<file path="config.mk">
export PLATFORM = sky130hd
export DESIGN_NAME = mux4_rr_sched
export DESIGN_NICKNAME = d
export VERILOG_FILES = /design/src/rtl/mux4_rr_sched.sv
export SDC_FILE = /design/constraint.sdc
export NUM_CORES = 1
export LEC_CHECK = 0
export CORE_UTILIZATION = 47
export DETAILED_ROUTE_END_ITERATION = 8
export PLACE_DENSITY = 0.95
export SKIP_LAST_GASP = 1
export SYNTH_ARGS = -nofsm -noshare
export SYNTH_HDL_FRONTEND = slang
export SYNTH_SLANG_ARGS = --single-unit
export TNS_END_PERCENT = 10
</file>
<file path="constraint.sdc">
create_clock -name clk -period 8.95 [get_ports clk]
set_input_delay 2.685 -clock clk [delete_from_list [all_inputs] [get_ports clk]]
set_output_delay 2.685 -clock clk [all_outputs]
set_load 0.005 [all_outputs]
</file>
<file path="src/rtl/mux4_rr_sched.sv">
// mux4_rr_sched: round-robin scheduler with bounded bursts driving a registered valid/ready output stage
module mux4_rr_sched #(
    parameter int WIDTH     = 4,
    parameter int MAX_BURST = 4
) (
    input  logic             clk,
    input  logic             rst,
    input  logic [3:0]       req,
    input  logic [WIDTH-1:0] data_a,
    input  logic [WIDTH-1:0] data_b,
    input  logic [WIDTH-1:0] data_c,
    input  logic [WIDTH-1:0] data_d,
    output logic [3:0]       ack,
    output logic [WIDTH-1:0] out_data,
    output logic [1:0]       out_src,
    output logic             out_valid,
    input  logic             out_ready,
    output logic             busy
);
    typedef enum logic {IDLE, HOLD} state_t;

    state_t           state, state_nxt;
    logic [1:0]       ptr, last, win, scan;
    logic [3:0]       bcnt, bcnt_nxt;
    logic             load, grant, cont;
    logic [WIDTH-1:0] win_data;

    // Rotating-priority scan: descending loop so the smallest offset from ptr wins
    always_comb begin
        scan = ptr;
        for (int i = 3; i >= 0; i--)
            if (req[2'(ptr + 2'(i))]) scan = 2'(ptr + 2'(i));
    end

    // Winner choice (burst continuation or scan), ack decode and next state
    always_comb begin
        load      = (state == IDLE) | out_ready;
        grant     = load & (|req);
        cont      = req[last] & (bcnt != 4'd0) & (bcnt < 4'(MAX_BURST));
        win       = cont ? last : scan;
        bcnt_nxt  = cont ? bcnt + 4'd1 : 4'd1;
        state_nxt = load ? (grant ? HOLD : IDLE) : state;
        ack       = (grant & ~rst) ? (4'b0001 << win) : 4'd0;
        win_data  = (win == 2'd0) ? data_a :
                    (win == 2'd1) ? data_b :
                    (win == 2'd2) ? data_c : data_d;
    end

    // Output register and scheduler history; bcnt clears on going idle so bursts never span a bubble
    always_ff @(posedge clk or posedge rst) begin
        if (rst) begin
            state    <= IDLE;
            out_data <= '0;
            out_src  <= 2'd0;
            ptr      <= 2'd0;
            last     <= 2'd0;
            bcnt     <= 4'd0;
        end else begin
            state <= state_nxt;
            if (grant) begin
                out_data <= win_data;
                out_src  <= win;
                last     <= win;
                ptr      <= win + 2'd1;
                bcnt     <= bcnt_nxt;
            end else if (load) begin
                bcnt <= 4'd0;
            end
        end
    end

    assign out_valid = (state == HOLD);
    assign busy      = out_valid;
endmodule

</file>
==> metrics.yaml, run 1 <==
outcome: "completed"
startpoint: "req[3]"
root_buffer: "clkbuf_4"
post_cts_resize_count: 0
worstMarginPinSlew_ns: 0.5845
avgViaCountPerCell: 5.477
cts_tree: "yes"
worstPathRequired_ns: 6.27
dpl.hpwl_um: 1697
die_w_um: 46.66
most-common-layout-cells: "34 x clkdlybuf4s50_1, 13 x dfrtp_1, 9 x mux2i_1"
antenna_found_initial: 0
io_pins: 35
drive_gt1_share_pct: 10.94
crit_buf_inv: 2
final.fill_count: 135
syn_inst: 95
grt_pass1_wl_um: 3415
syn2layout_area_growth_pct: 39.65
fp.dieArea_um2: 2177
yosysTopAreaCellShare_pct: 34.71
crit_end: "ack[1]"
cts.sinks: 13
switching_power_uw: 142.5
reg2regPathDepth: 11
path_cells: "clkdlybuf4s50_1 > mux4_2 > and2_1 > a2111oi_4 > a31o_1 > ha_1 > and3_1 > clkdlybuf4s50_1"
hold_class: "reg2reg"
cpMostUsedCell: "clkdlybuf4s50_1"
place_congestion: 0.8244
stdcell_count: 153
postCtsSetupBuffers: 0
clkPwrFrac_pct: 10.2
crit_type: "in2out"
grt_max_degree: 18
finClkSkew_ns: 0.0008658
power_density_nw_per_um2: 279.0
fin_crit_sh_pct: 91.76
crit_cells: 8
avgSynthCellArea_um2: 9.865
cpPeakStageDelay_ns: 0.52
drt-total-wl_um: 2169
rows: 15
ys_seq_elements: 13
finalHoldViolations: 0
p_comb_share_pct: 60.5
swShare_pct: 39.02
antennaDiodeCount: 0
p_leak_nw: 0.5499
max_slew_margin_pct: 60.99
grt_pass1_vias: 792
syn_nets: 124
antenna_left: 0
clock.fmax_mhz: 121.8
cp_slowest_cell: "clkdlybuf4s50_1"
drv_slew: 0
vdd_drop_max_v: 0.0001930
fp.dieH_um: 46.66
start_util_pct: 52.01
gr-usage-all-layers_pct: 23.06
yosysSeqAreaShare_pct: 34.71
cts_inserted_buffers: 3
r2r_slack_ns: 6.11
final_common_cell: "clkdlybuf4s50_1"
max_cap_violations: 0
synth.cell_area_um2: 937.1
vias: 838
crit_fanout: 9
initialDrtViolationCount: 19
tns_ns: 0
drc: 0
htree_num_levels: 1
cts-hold-fix-buffers: 0
clock_latency_ns: 0.28
nets: 158
rsz0062_at_grt: "no"
core-area_um2: 1802
yosys.area.top_type: "dfrtp_1"
overflow: 0
reg2reg_from: "bcnt[0]"
start_kind: "input pin"
first_pass_iters: 4
cp.arrival_ns: 5.53
finalSetupViolations: 0
p_int_uw: 222.7
critPathTopFamily: "buffers and inverters"
synth_area_leaders: "dfrtp_1 35%, mux2i_1 9.6%, ha_1 8.0%, mux2_2 6.0%, a2111oi_4 2.9%"
power_frac_seq_pct: 29.3
dpl.cell_count: 149
wire_per_inst_um: 14.18
cp-end-kind: "output port"
yosys_warnings: 0
finalCriticalPeriod_ns: 8.213
worstReg2RegEnd: "out_data[3]"
clk_path_buf_depth: 2
clk_pin_slew_worst_paths_ns: 0.08
ys_types: 33
port_buffers: 34
-- final cells by class --
type,count,area [um^2],share of cell area (%)
Multi-Input combinational cell,72,563.0,43.02
Timing Repair Buffer,35,347.8,26.58
Sequential cell,13,325.3,24.86
Tap cell,25,31.28,2.390
Clock buffer,4,26.28,2.008
Inverter,4,15.01,1.147
-- worst min path at each step --
stage / startpoint / endpoint / slack (ns) / cells past startpoint
finish: bcnt[3] / bcnt[3] / 0.49 / 1
global route: bcnt[3] / bcnt[3] / 0.50 / 1
CTS: bcnt[3] / bcnt[3] / 0.50 / 1
detailed placement: bcnt[3] / bcnt[3] / 0.48 / 1
global placement: bcnt[3] / bcnt[3] / 0.48 / 1
floorplan: bcnt[3] / bcnt[3] / 0.46 / 1
-- synth_stat cells, drive strengths merged --
cell,number
nor3,2
nand2b,1
mux2i,9
o2bb2ai,1
nand3,1
o21ai,5
a2111oi,1
o31ai,1
a31o,2
ha,6
or2,1
mux4,1
and3,4
o21ba,1
nor2,7
clkbuf,3
buf,3
nand2,6
nor2b,4
mux2,5
inv,4
dfrtp,13
a32o,2
a21oi,4
a22o,1
and2,2
nor4,1
a31oi,1
a211oi,2
a21o,1
-- state kept, by name (all words and copies together), names as in the netlist --
signal and cells:
bcnt 4, ptr 2, out_data 4, busy 1
last 2
-- power by group through the flow --
stage	Combinational [mW]	Sequential, mW	Clock (mW)
5_1_grt	0.246	0.110	0.0414
3_3_place_gp	0.214	0.106	0
6_report	0.221	0.107	0.0372
3_5_place_dp	0.220	0.107	0
2_1_floorplan	0.154	0.104	0
4_1_cts	0.221	0.106	0.0386
-- metrics by stage --
step	cell area (um^2)	utilization (%)	hold WS, ns	worst slack, ns	power, mW
2_1_floorplan	937.1	-	0.4551	1.851	0.2578
3_3_place_gp	1282	71.18	0.4753	0.8859	0.3199
3_5_place_dp	1282	71.18	0.4780	0.7671	0.3272
4_1_cts	1309	72.64	0.4961	0.7610	0.3658
5_1_grt	1309	72.64	0.5041	0.5707	0.3968
6_report	1309	72.64	0.4909	0.7371	0.3652
-- routing by layer --
metal / vias to the layer above / GRT usage (%) / part of all wire [%]
met4: 0 / 16.00 / 1.9
met5: - / 0 / 0
li1: 411 / - / -
met3: 5 / 5.882 / 3.7
met2: 22 / 35.28 / 50
met1: 400 / 27.95 / 45
-- logic make-up after synthesis --
group | after synthesis | synth area share [%]
fa+ha+maj | 6 | 8.010
buf+inv | 10 | 5.206
flops | 13 | 34.71
simple gates | 29 | 15.49
mux | 15 | 18.02
compound gates | 22 | 18.56
No activity file was read; power rests on OpenSTA's default activity.
==> inputs of run 2 (changes only) <==
- CTS_BUF_LIST: unset -> sky130_fd_sc_hd__clkbuf_8 sky130_fd_sc_hd__clkbuf_16
==> run 2 against run 1 <==
Clock power grew 39%. Non-clock buffer count is the same. Worst setup slack lost 0.017 ns. Combinational power is essentially flat. Die area is the same. Largest power group unchanged. Highest routed layer unchanged.
==> metrics.yaml, run 2 (synthesized netlist as in run 1, its figures left out) <==
outcome: "completed"
place_congestion: 0.8244
fp.dieH_um: 46.66
clock_latency_ns: 0.24
cp.arrival_ns: 5.55
drc: 0
dpl.cell_count: 149
p_leak_nw: 0.5618
worstMarginPinSlew_ns: 0.5720
path_cells: "clkdlybuf4s50_1 > mux4_2 > and2_1 > a2111oi_4 > a31o_1 > ha_1 > and3_1 > clkdlybuf4s50_1"
fin_crit_sh_pct: 91.96
cts_tree: "yes"
preCtsSetupSlack_ns: 0.7671
hold_class: "reg2reg"
io_pins: 35
finalSetupViolations: 0
worstReg2RegEnd: "out_data[3]"
crit_fanout: 9
crit_cells: 8
clock.fmax_mhz: 121.5
grt_pass1_wl_um: 3498
syn2layout_area_growth_pct: 41.66
holdCritStartpoint: "bcnt[3]"
holdWs_ns: 0.4865
cpPeakStageDelay_ns: 0.53
clk_path_buf_depth: 2
dpl.hpwl_um: 1697
avgViaCountPerCell: 5.451
finalPower_uw: 383.0
holdPathEnd: "bcnt[3]"
cp_slowest_cell: "clkdlybuf4s50_1"
port_buffers: 34
cp-end-kind: "output port"
nets: 158
reg2regPathDepth: 10
root_buffer: "clkbuf_8"
reg2reg_from: "bcnt[0]"
place_area_um2: 1282
design_area_um2: 1328
finalHoldViolations: 0
most-common-layout-cells: "34 x clkdlybuf4s50_1, 13 x dfrtp_1, 9 x mux2i_1"
post_cts_resize_count: 0
core-area_um2: 1802
drive_gt1_share_pct: 10.94
cts_inserted_buffers: 3
postCtsSetupBuffers: 0
drt-total-wl_um: 2256
vdd_drop_max_v: 0.0002167
initialDrtViolationCount: 23
die_w_um: 46.66
vias: 834
crit_type: "in2out"
drv_slew: 0
cts-hold-fix-buffers: 0
critPathTopFamily: "buffers and inverters"
stdcell_count: 153
wire_per_inst_um: 14.75
start_kind: "input pin"
fp.dieArea_um2: 2177
start_util_pct: 52.01
gr-usage-all-layers_pct: 24.03
timing.final.ws_setup_ns: 0.7200
worstPathRequired_ns: 6.27
rows: 15
first_pass_iters: 4
antennaDiodeCount: 0
grt_pass1_vias: 802
rsz0062_at_grt: "no"
grt_max_degree: 18
overflow: 0
power_density_nw_per_um2: 288.5
holdPathStages: 1
htree_num_levels: 1
r2r_slack_ns: 5.96
clk_pin_slew_worst_paths_ns: 0.05
max_slew_margin_pct: 61.82
tns_ns: 0
antenna_found_initial: 0
finish.utilization_pct: 73.68
antenna_left: 0
cts.sinks: 13
final_common_cell: "clkdlybuf4s50_1"
finalCriticalPeriod_ns: 8.230
reg.largest.list: "bcnt (4), out_data (4)"
cpMostUsedCell: "clkdlybuf4s50_1"
finClkSkew_ns: 0.0005327
crit_buf_inv: 2
max_cap_violations: 0
run 2: cell types whose count changed in the layout (fill, tap and decap cells not counted):
cell      delta
inv_1        +1
clkbuf_1     -1
clkbuf_4     -3
clkbuf_8     +3
run 2: layout make-up:
class	instances	area, um^2
multi-input combinational	72	563.0
tap	25	31.28
sequential	13	325.3
fill	135	474.2
inverter	4	15.01
timing repair buffer	35	347.8
clock inverter	1	3.754
clock buffer	3	41.29
run 2: worst max-delay path by stage:
stage,startpoint,end,slack (ns)
5_1_grt,req[3],ack[1],0.57
4_1_cts,req[3],ack[1],0.76
3_5_place_dp,req[3],ack[1],0.77
3_3_place_gp,req[3],ack[1],0.89
6_report,req[3],ack[1],0.72
2_1_floorplan,req[3],ack[1],1.85
run 2: power breakdown:
| group | switching, mW | internal [mW] |
|---|---|---|
| Clock | 0.0212 | 0.0303 |
| Combinational | 0.101 | 0.124 |
| Sequential | 0.0250 | 0.0820 |
run 2: per-layer routing:
| metal | vias to the layer above | share of wire [%] | global-route usage, % |
|---|---|---|---|
| met5 | - | 0 | 0 |
| met4 | 0 | 2.5 | 17.71 |
| met3 | 6 | 4.6 | 9.020 |
| met2 | 23 | 51 | 35.83 |
| met1 | 394 | 42 | 27.71 |
| li1 | 411 | - | - |
==> inputs of run 3 (changes only) <==
- GPL_ROUTABILITY_DRIVEN: unset -> 0
==> results of run 3 <==
Same layout as run 2: the final DEF is identical, and so are final timing and power.
